`config.mk`:
```
export PLATFORM = sky130hd
export DESIGN_NAME = fatori_mon_err_collector
export DESIGN_NICKNAME = d
export VERILOG_FILES = /design/src/rtl/fatori_mon_pkg.sv /design/src/rtl/fatori_mon_sat_ctr.sv /design/src/rtl/fatori_mon_err_collector.sv
export SDC_FILE = /design/constraint.sdc
export NUM_CORES = 1
export LEC_CHECK = 0
export ABC_AREA = 1
export CORE_UTILIZATION = 64
export DETAILED_ROUTE_END_ITERATION = 8
export HOLD_SLACK_MARGIN = 0.15
export PLACE_DENSITY = 0.83
export SLEW_MARGIN = 20
export SYNTH_ARGS = -nofsm -noshare
export SYNTH_HDL_FRONTEND = slang
export SYNTH_SLANG_ARGS = --single-unit
```
`constraint.sdc`:
```
create_clock -name clk_i -period 11.6 [get_ports clk_i]
set_input_delay 2.32 -clock clk_i [delete_from_list [all_inputs] [get_ports clk_i]]
set_output_delay 2.32 -clock clk_i [all_outputs]
set_load 0.01 [all_outputs]
```
`src/rtl/fatori_mon_pkg.sv`:
```
// rtl/fatori_mon_pkg.sv - shared types, register map and helpers for the fatori error monitor
//
// Purpose: register-index constants, first-error type and FSM state enums,
//          popcount and lowest-set-bit helpers used by the collector.
// Ports:   none (package).
package fatori_mon_pkg;

  localparam logic [2:0] REG_MIN_CNT    = 3'd0;
  localparam logic [2:0] REG_MAJ_CNT    = 3'd1;
  localparam logic [2:0] REG_SCRUB_CNT  = 3'd2;
  localparam logic [2:0] REG_MIN_STICKY = 3'd3;
  localparam logic [2:0] REG_MAJ_STICKY = 3'd4;
  localparam logic [2:0] REG_FE_INFO    = 3'd5;
  localparam logic [2:0] REG_FE_TS      = 3'd6;
  localparam logic [2:0] REG_ID         = 3'd7;

  localparam logic [15:0] ID_MAGIC = 16'hFA70;

  // Width of a per-cycle event popcount (up to 32 sources).
  localparam int unsigned POP_W = 6;

  typedef enum logic [1:0] {
    ERR_NONE = 2'b00,
    ERR_MIN  = 2'b01,
    ERR_MAJ  = 2'b10
  } err_type_e;

  typedef enum logic {
    ST_IDLE     = 1'b0,
    ST_CAPTURED = 1'b1
  } fe_state_e;

  function automatic logic [POP_W-1:0] popcount32(input logic [31:0] v);
    logic [POP_W-1:0] n;
    n = '0;
    for (int i = 0; i < 32; i++) begin
      n = n + POP_W'(v[i]);
    end
    return n;
  endfunction

  // Scans downwards so the last hit, and therefore the result, is the lowest set bit.
  function automatic logic [4:0] lowest_idx32(input logic [31:0] v);
    logic [4:0] idx;
    idx = '0;
    for (int i = 31; i >= 0; i--) begin
      if (v[i]) begin
        idx = 5'(i);
      end
    end
    return idx;
  endfunction

endpackage

```
`src/rtl/fatori_mon_sat_ctr.sv`:
```
// rtl/fatori_mon_sat_ctr.sv - saturating event counter with synchronous clear
//
// Purpose: adds a small increment every cycle, sticking at all-ones instead of
//          wrapping. A clear in the same cycle as an increment restarts the
//          count from the increment.
// Ports:   clk_i    clock
//          rst_ni   asynchronous active-low reset
//          clr_i    synchronous clear
//          inc_i    increment for this cycle
//          cnt_o    current count
module fatori_mon_sat_ctr #(
  parameter int unsigned W  = 16,
  parameter int unsigned IW = 6
) (
  input  logic          clk_i,
  input  logic          rst_ni,
  input  logic          clr_i,
  input  logic [IW-1:0] inc_i,
  output logic [W-1:0]  cnt_o
);

  logic [W-1:0] cnt_q;
  logic [W-1:0] cnt_d;
  logic [W:0]   base;
  logic [W:0]   sum;

  always_comb begin
    base  = clr_i ? '0 : {1'b0, cnt_q};
    sum   = base + {{(W + 1 - IW){1'b0}}, inc_i};
    // Carry out of the W-bit range means the true total no longer fits.
    cnt_d = sum[W] ? '1 : sum[W-1:0];
  end

  always_ff @(posedge clk_i or negedge rst_ni) begin
    if (!rst_ni) begin
      cnt_q <= '0;
    end else begin
      cnt_q <= cnt_d;
    end
  end

  assign cnt_o = cnt_q;

endmodule

```
`src/rtl/fatori_mon_err_collector.sv`:
```
// rtl/fatori_mon_err_collector.sv - voter/scrub error collector for hardened wrappers
//
// Purpose: turns per-wrapper minority, no-majority and scrub flags into rising-edge
//          events, keeps saturating totals, sticky source masks, a free-running
//          cycle counter and a first-error record, and serves them over a
//          single-cycle-latency read port.
// Ports:   clk_i        clock
//          rst_ni       asynchronous active-low reset
//          min_err_i    per-wrapper minority-disagreement flags
//          maj_err_i    per-wrapper no-majority flags
//          scrub_i      per-wrapper scrub-occurred flags
//          clr_i        clear counters, sticky masks and first-error record
//          req_i        read request strobe
//          addr_i       read register index
//          rvalid_o     read data valid, one cycle after req_i
//          rdata_o      read data, zero when rvalid_o is low
//          maj_alert_o  any no-majority sticky bit set
//          irq_o        one-cycle pulse when the first error is recorded
module fatori_mon_err_collector
  import fatori_mon_pkg::*;
#(
  parameter int unsigned NUM_SRC = 8,
  parameter int unsigned CNT_W   = 16
) (
  input  logic               clk_i,
  input  logic               rst_ni,
  input  logic [NUM_SRC-1:0] min_err_i,
  input  logic [NUM_SRC-1:0] maj_err_i,
  input  logic [NUM_SRC-1:0] scrub_i,
  input  logic               clr_i,
  input  logic               req_i,
  input  logic [2:0]         addr_i,
  output logic               rvalid_o,
  output logic [31:0]        rdata_o,
  output logic               maj_alert_o,
  output logic               irq_o
);

  localparam logic [7:0] NUM_SRC_B = 8'(NUM_SRC);
  localparam logic [7:0] CNT_W_B   = 8'(CNT_W);

  // Edge registers: previous-cycle flag values. Resetting them to zero makes
  // flags already high at reset release count as events.
  logic [NUM_SRC-1:0] min_q, maj_q, scrub_q;
  logic [NUM_SRC-1:0] min_ev, maj_ev, scrub_ev;
  logic [31:0]        min_ev32, maj_ev32, scrub_ev32;

  logic [CNT_W-1:0]   min_cnt, maj_cnt, scrub_cnt;
  logic [NUM_SRC-1:0] min_sticky_q, maj_sticky_q;
  logic [31:0]        cyc_q;

  fe_state_e          state_q, state_d;
  logic               capture;
  err_type_e          fe_type_q;
  logic [4:0]         fe_src_q;
  logic [31:0]        fe_ts_q;
  logic               irq_q;

  logic               rvalid_q;
  logic [31:0]        rdata_q;
  logic [31:0]        rd_mux;
  logic [31:0]        min_cnt32, maj_cnt32, scrub_cnt32;
  logic [31:0]        min_sticky32, maj_sticky32;

  assign min_ev   = min_err_i & ~min_q;
  assign maj_ev   = maj_err_i & ~maj_q;
  assign scrub_ev = scrub_i   & ~scrub_q;

  always_comb begin
    min_ev32   = '0;
    maj_ev32   = '0;
    scrub_ev32 = '0;
    min_ev32[NUM_SRC-1:0]   = min_ev;
    maj_ev32[NUM_SRC-1:0]   = maj_ev;
    scrub_ev32[NUM_SRC-1:0] = scrub_ev;
  end

  always_ff @(posedge clk_i or negedge rst_ni) begin
    if (!rst_ni) begin
      min_q   <= '0;
      maj_q   <= '0;
      scrub_q <= '0;
      cyc_q   <= '0;
    end else begin
      min_q   <= min_err_i;
      maj_q   <= maj_err_i;
      scrub_q <= scrub_i;
      cyc_q   <= cyc_q + 32'd1;
    end
  end

  fatori_mon_sat_ctr #(.W(CNT_W), .IW(POP_W)) u_min_ctr (
    .clk_i  (clk_i),
    .rst_ni (rst_ni),
    .clr_i  (clr_i),
    .inc_i  (popcount32(min_ev32)),
    .cnt_o  (min_cnt)
  );

  fatori_mon_sat_ctr #(.W(CNT_W), .IW(POP_W)) u_maj_ctr (
    .clk_i  (clk_i),
    .rst_ni (rst_ni),
    .clr_i  (clr_i),
    .inc_i  (popcount32(maj_ev32)),
    .cnt_o  (maj_cnt)
  );

  fatori_mon_sat_ctr #(.W(CNT_W), .IW(POP_W)) u_scrub_ctr (
    .clk_i  (clk_i),
    .rst_ni (rst_ni),
    .clr_i  (clr_i),
    .inc_i  (popcount32(scrub_ev32)),
    .cnt_o  (scrub_cnt)
  );

  // Clear wins first, then same-cycle events are OR-ed back in.
  always_ff @(posedge clk_i or negedge rst_ni) begin
    if (!rst_ni) begin
      min_sticky_q <= '0;
      maj_sticky_q <= '0;
    end else begin
      min_sticky_q <= (clr_i ? '0 : min_sticky_q) | min_ev;
      maj_sticky_q <= (clr_i ? '0 : maj_sticky_q) | maj_ev;
    end
  end

  // First-error FSM. A clear is treated as forcing IDLE before looking at this
  // cycle's events, so a clear coinciding with an error re-arms and captures.
  always_comb begin
    state_d = clr_i ? ST_IDLE : state_q;
    capture = 1'b0;
    if (state_d == ST_IDLE && ((|min_ev) || (|maj_ev))) begin
      state_d = ST_CAPTURED;
      capture = 1'b1;
    end
  end

  always_ff @(posedge clk_i or negedge rst_ni) begin
    if (!rst_ni) begin
      state_q <= ST_IDLE;
    end else begin
      state_q <= state_d;
    end
  end

  always_ff @(posedge clk_i or negedge rst_ni) begin
    if (!rst_ni) begin
      fe_type_q <= ERR_NONE;
      fe_src_q  <= '0;
      fe_ts_q   <= '0;
      irq_q     <= 1'b0;
    end else begin
      irq_q <= capture;
      if (capture) begin
        // A no-majority error outranks a minority one seen in the same cycle.
        fe_type_q <= (|maj_ev) ? ERR_MAJ : ERR_MIN;
        fe_src_q  <= (|maj_ev) ? lowest_idx32(maj_ev32) : lowest_idx32(min_ev32);
        fe_ts_q   <= cyc_q;
      end else if (clr_i) begin
        fe_type_q <= ERR_NONE;
        fe_src_q  <= '0;
        fe_ts_q   <= '0;
      end
    end
  end

  always_comb begin
    min_cnt32    = '0;
    maj_cnt32    = '0;
    scrub_cnt32  = '0;
    min_sticky32 = '0;
    maj_sticky32 = '0;
    min_cnt32[CNT_W-1:0]      = min_cnt;
    maj_cnt32[CNT_W-1:0]      = maj_cnt;
    scrub_cnt32[CNT_W-1:0]    = scrub_cnt;
    min_sticky32[NUM_SRC-1:0] = min_sticky_q;
    maj_sticky32[NUM_SRC-1:0] = maj_sticky_q;
  end

  always_comb begin
    rd_mux = '0;
    case (addr_i)
      REG_MIN_CNT:    rd_mux = min_cnt32;
      REG_MAJ_CNT:    rd_mux = maj_cnt32;
      REG_SCRUB_CNT:  rd_mux = scrub_cnt32;
      REG_MIN_STICKY: rd_mux = min_sticky32;
      REG_MAJ_STICKY: rd_mux = maj_sticky32;
      REG_FE_INFO:    rd_mux = {(state_q == ST_CAPTURED), fe_type_q, 24'd0, fe_src_q};
      REG_FE_TS:      rd_mux = fe_ts_q;
      REG_ID:         rd_mux = {NUM_SRC_B, CNT_W_B, ID_MAGIC};
      default:        rd_mux = '0;
    endcase
  end

  // Data is captured in the request cycle, so reads see pre-update state.
  always_ff @(posedge clk_i or negedge rst_ni) begin
    if (!rst_ni) begin
      rvalid_q <= 1'b0;
      rdata_q  <= '0;
    end else begin
      rvalid_q <= req_i;
      rdata_q  <= req_i ? rd_mux : 32'd0;
    end
  end

  assign rvalid_o    = rvalid_q;
  assign rdata_o     = rdata_q;
  assign irq_o       = irq_q;
  assign maj_alert_o = |maj_sticky_q;

endmodule

```
Word level (Yosys, flattened, before mapping)
Cells that the tools add are included.
{ "totals": {"ff_bits": 194, "out_inout_bits": 35} }
{ "op_classes": {"addsub": 25, "muxes": 37, "n_reduce_logical": 7, "bitwise_logic": 9, "n_eq_ne": 7} }
{ "op_table": {"columns": ["op", "n"], "rows": [
  ["$pmux W32 S8", 1],
  ["$mux W16", 6],
  ["$mux W32", 3],
  ["$mux W5", 17],
  ["$add A17 B6 Y17", 3],
  ["$add A6 B1 Y6", 6],
  ["$add A32 B1 Y32 const B", 1],
  ["$and A8 B8 Y8", 3],
  ["$not A8 Y8", 3],
  ["$reduce_or A8 Y1", 3],
  ["$add A5 B1 Y6", 3],
  ["$mux W8", 2],
  ["$or A8 B8 Y8", 2],
  ["$add A4 B1 Y5", 3],
  ["$add A3 B1 Y4", 3],
  ["$eq A3 B3 Y1 const B", 4],
  ["$add A2 B1 Y3", 3],
  ["$add A1 B1 Y2", 3],
  ["$eq A3 B2 Y1 const B", 2],
  ["$mux W2", 3],
  ["$mux W3", 2],
  ["$eq A3 B1 Y1 const B", 1],
  ["$logic_not A3 Y1", 1],
  ["$mux W1", 3],
  ["other kinds (4)", 4]
]} }

Longest topological paths before layout
{ "logic_depth": {"ltp_word": 12, "ltp_mapped": 17} }

Modules after synthesis
Synthesis repeated with hierarchy kept, for this count alone.
{ "unflattened": {"hier_cells": 1299, "area_unflattened_um2": 10627.7} }
{ "modules_own_cells": {"columns": ["module", "instances", "cells_each", "area_each_um2", "seq_area_each_um2"], "rows": [
  ["fatori_mon_err_collector", 1, 771, 6866.6, 3603.5],
  ["fatori_mon_sat_ctr", 3, 176, 1253.7, 400.4]
]} }

Least setup slack after synthesis
Ideal clock, no wire load.
{ "synth_path": {"path_kind": "input port to flip-flop", "startpoint": "input min_err_i[0]", "endpoint": "register u_min_ctr.cnt_q[10] (netlist: u_min_ctr.cnt_o[10])", "setup_slack_ps": 5637, "arrival_time_ps": 5834, "setup_ps": 129, "t_required_ps": 11471, "stages": 14, "path_cell_list": "inv_1 -> or2_2 -> clkbuf_1 -> fa_1 -> fa_1 -> inv_1 -> fa_1 -> fa_1 -> fa_1 -> nand3_1 -> nand2_1 -> nand4_2 -> buf_2 -> nand3_1"} }
{ "synth_via": {"elab_chain_len": 10} }
{ "synth_lines": {"columns": ["element", "line", "rtl"], "rows": [
  ["start, declared", "fatori_mon_err_collector.sv:27", "input logic [NUM_SRC-1:0] min_err_i,"],
  ["$and A8 B8 Y8", "fatori_mon_err_collector.sv:65", "assign min_ev = min_err_i & ~min_q;"],
  ["$add A1 B1 Y2", "fatori_mon_pkg.sv:37", "n = n + POP_W'(v[i]);"],
  ["$add A2 B1 Y3", "fatori_mon_pkg.sv:37", null],
  ["$add A3 B1 Y4", "fatori_mon_pkg.sv:37", null],
  ["$add A4 B1 Y5", "fatori_mon_pkg.sv:37", null],
  ["$add A5 B1 Y6", "fatori_mon_pkg.sv:37", null],
  ["$add A6 B1 Y6 (2 in a row)", "fatori_mon_pkg.sv:37", null],
  ["$add A17 B6 Y17", "fatori_mon_sat_ctr.sv:29", "sum = base + {{(W + 1 - IW){1'b0}}, inc_i};"],
  ["$mux W16", "fatori_mon_sat_ctr.sv:31", "cnt_d = sum[W] ? '1 : sum[W-1:0];"],
  ["via u_min_ctr.cnt_d[10]", "fatori_mon_sat_ctr.sv:23", "logic [W-1:0] cnt_d;"],
  ["end signal, assigned", "fatori_mon_sat_ctr.sv:38", "cnt_q <= cnt_d;"],
  ["end, declared", "fatori_mon_sat_ctr.sv:22", "logic [W-1:0] cnt_q;"]
]} }
The timed path passes the listed nets, and every way through them passes these cells.
A chain may end at the register's enable or synchronous reset.

Worst setup path in the final report
{ "layout_path": {"startpoint": "input clr_i", "endpoint": "register u_maj_ctr.cnt_q[12] (netlist: u_maj_ctr.cnt_o[12])"} }
{ "layout_via": {"elab_chain_len": 3} }
{ "layout_lines": {"columns": ["element", "line", "rtl"], "rows": [
  ["start, declared", "fatori_mon_err_collector.sv:30", "input logic clr_i,"],
  ["$mux W16", "fatori_mon_sat_ctr.sv:28", "base = clr_i ? '0 : {1'b0, cnt_q};"],
  ["$add A17 B6 Y17", "fatori_mon_sat_ctr.sv:29", null],
  ["$mux W16", "fatori_mon_sat_ctr.sv:31", null],
  ["via u_maj_ctr.cnt_d[12]", "fatori_mon_sat_ctr.sv:23", null],
  ["end signal, assigned", "fatori_mon_sat_ctr.sv:38", null],
  ["end, declared", "fatori_mon_sat_ctr.sv:22", null]
]} }
The timed path passes the listed nets, and every way through them passes these cells.

==> flow_summary.json <==
{
  "slew_viol_final": 0,
  "finalWirelength_um": 22510,
  "vdd_drop_max_uv": 114.7,
  "vias_per_cell": 5.640,
  "fin_util": 0.7511,
  "min_from": "cyc_q[0]",
  "seq_area_frac_synth": 0.4985,
  "crit_path_start": "clr_i",
  "finalNetCount": 1256,
  "grt_pass1_wl_um": 37430,
  "cts.htree.levels": 4,
  "cts_tree": "done",
  "relSlewSlack": 0.3165,
  "synth_seq_cells": 192,
  "crit_fanout": 52,
  "setup_viol": 0,
  "critPathLaunchType": "input port",
  "drive_above_1_share": 0.06495,
  "grt_pass1_vias": 7629,
  "dr.pass1.iters": 5,
  "end_kind": "register",
  "multi_input_area_um2": 4059,
  "outcome": "complete, no violations",
  "p_leak_nw": 5.442,
  "powerDensity_nw_per_um2": 140.3,
  "post-cts-setup-buffers": 0,
  "power.total_mw": 1.538,
  "antenna_found_initial": 0,
  "tightest_slew_ns": 1.024,
  "num_antenna_cells": 0,
  "area_growth_pct": 13.70,
  "dr_total_vias": 7812,
  "ys_warn_count": 0,
  "rsz0062_at_grt": "no",
  "gp_congestion": 0.9076,
  "rows": 44,
  "max-clock-path-buffers": 2,
  "skew_ns": 0.007649,
  "path_clk_slew_ns": 0.07,
  "min_period_ns": 6.231,
  "fp.dieW_um": 124.7,
  "grt_usage": 0.3066,
  "cts-root-buf": "clkbuf_16",
  "hold_path.class": "reg2reg",
  "arrival_ns": 6.55,
  "overflow": 0,
  "synth.top_cell.area_share": 0.4985,
  "final_cell_count_no_fill": 1385,
  "cap_viol_max_count": 0,
  "syn_nets": 1196,
  "dp_cells": 1354,
  "r2r_start": "min_q[0]",
  "post_dp_cell_area_um2": 10380,
  "cts_hold_buf": 0,
  "fillers": 1046,
  "port_buffers": 65,
  "finalWorstSetupSlack_ns": 5.369,
  "clock.fmax_mhz": 160.5,
  "grt_max_degree": 115,
  "fin_setup_tns_ns": 0,
  "clock-sinks": 192,
  "drc": 0,
  "postCtsResizedCells": 0,
  "insertion_delay_ns": 0.44,
  "ios": 66,
  "synthesis.instances": 1129,
  "syn_area_um2": 9638,
  "ff_latch_area_um2": 4805,
  "synthTopCellsByArea": "dfrtp_1 (50%), nand2_1 (10%), inv_1 (6.2%), nand3_1 (5.7%), nor2_1 (3.9%)",
  "post-dp-hpwl_um": 15840,
  "post-route-period-util": 0.5372,
  "wl_per_cell_um": 16.25,
  "hold_viol_final": 0,
  "synth_area_leader_cell": "dfrtp_1",
  "dieArea_um2": 15550,
  "first_iter_violations": 741,
  "worst_hold_slack_ns": 0.4791,
  "core_area_um2": 14590,
  "synth.avg_cell_area_um2": 8.537,
  "cp.required_ns": 11.92,
  "die_y_um": 124.7,
  "initial_core_util": 0.6606,
  "ys_types": 42,
  "cts_made_buffers": 17,
  "post-place-ws_ns": 4.974,
  "antenna_left": 0,
  "final_area_um2": 10960,
  "path_class": "in2reg"
}
## layer usage
layer	global-route usage	share of wire
met5	0	0
met3	0.07002	0.073
met4	0.07938	0.016
met2	0.4937	0.49
met1	0.4216	0.43
## critical path: stages
cell	delay, ns
buf_2	0.10
buf_4	0.29
inv_2	0.83
nand2_1	0.17
fa_1	0.55
inv_1	0.05
fa_1	0.50
fa_1	0.48
fa_1	0.42
nand3_1	0.12
nand2_1	0.16
nand2_2	0.15
nor2_2	0.05
nand2_1	0.10
inv_1	0.07
o21ai_1	0.07
nand3_1	0.08
## cell usage after synthesis (all sizes together)
cell      n
a211oi    1
a21boi    1
a21oi    36
a22oi     1
a31oi     9
a41oi     1
and2      1
buf      18
clkbuf    8
clkinv    3
dfrtp   192
fa       15
ha       21
inv     162
nand2   268
nand3   111
nand3b    3
nand4    18
nor2    114
nor3     19
nor4      4
o21ai    64
o21bai    5
o22ai    10
or2       4
xnor2    21
xor2     19
## path summary, 6_finish.rpt
kind,end,slack [ns],depth (start not counted)
hold reg to reg,cyc_q[0],0.48,1
setup reg to reg,u_min_ctr.cnt_o[12],7.43,11
max in group asynchronous,fe_ts_q[26],8.10,2
setup / recovery,u_maj_ctr.cnt_o[12],5.37,17
hold / removal,cyc_q[0],0.48,1
min in group asynchronous,min_q[4],2.01,1
## registers in the layout, indices dropped and copies added (netlist names)
register and count:
fe_ts_q 32, fe_type_q 2, rdata_o 32, u_maj_ctr.cnt_o 16, min_sticky_q 8, state_q 1, rvalid_o 1, maj_q 8
maj_sticky_q 8, cyc_q 32, irq_o 1, scrub_q 8, u_scrub_ctr.cnt_o 16, min_q 8, fe_src_q 3, u_min_ctr.cnt_o 16
## report_power, final
part	switching, mW	internal (mW)
Clock	0.277	0.305
Combinational	0.142	0.0892
Sequential	0.0178	0.706
## cell families after synthesis
group           count (synthesis)  synth area share
simple gates                  542            0.2550
flops                         192            0.4985
buf+inv                       191           0.08036
compound gates                128           0.07140
xor+xnor                       40           0.03635
fa+ha+maj                      36           0.05842
## cells in the final DEF (no fill, tap or decap), types with 10 or more instances in the layout
| master | n |
|---|---|
| a21oi_1 | 36 |
| ha_1 | 21 |
| nand4_1 | 15 |
| nor2_2 | 10 |
| nor3_1 | 13 |
| nand3_1 | 109 |
| clkdlybuf4s50_1 | 63 |
| xnor2_1 | 21 |
| inv_1 | 159 |
| fa_1 | 15 |
| o22ai_1 | 10 |
| o21ai_1 | 12 |
| clkbuf_16 | 17 |
| o21ai_0 | 52 |
| nor2_1 | 99 |
| xor2_1 | 19 |
| dfrtp_1 | 192 |
| nand2_1 | 259 |
## final cells by class
type	instances	area share
sequential	192	0.4385
multi-input combinational	746	0.3704
timing repair buffer	67	0.06063
inverter	165	0.05652
clock buffer	18	0.03916
tap	184	0.02101
clock inverter	13	0.01382
No activity file was read; power rests on OpenSTA's default activity.
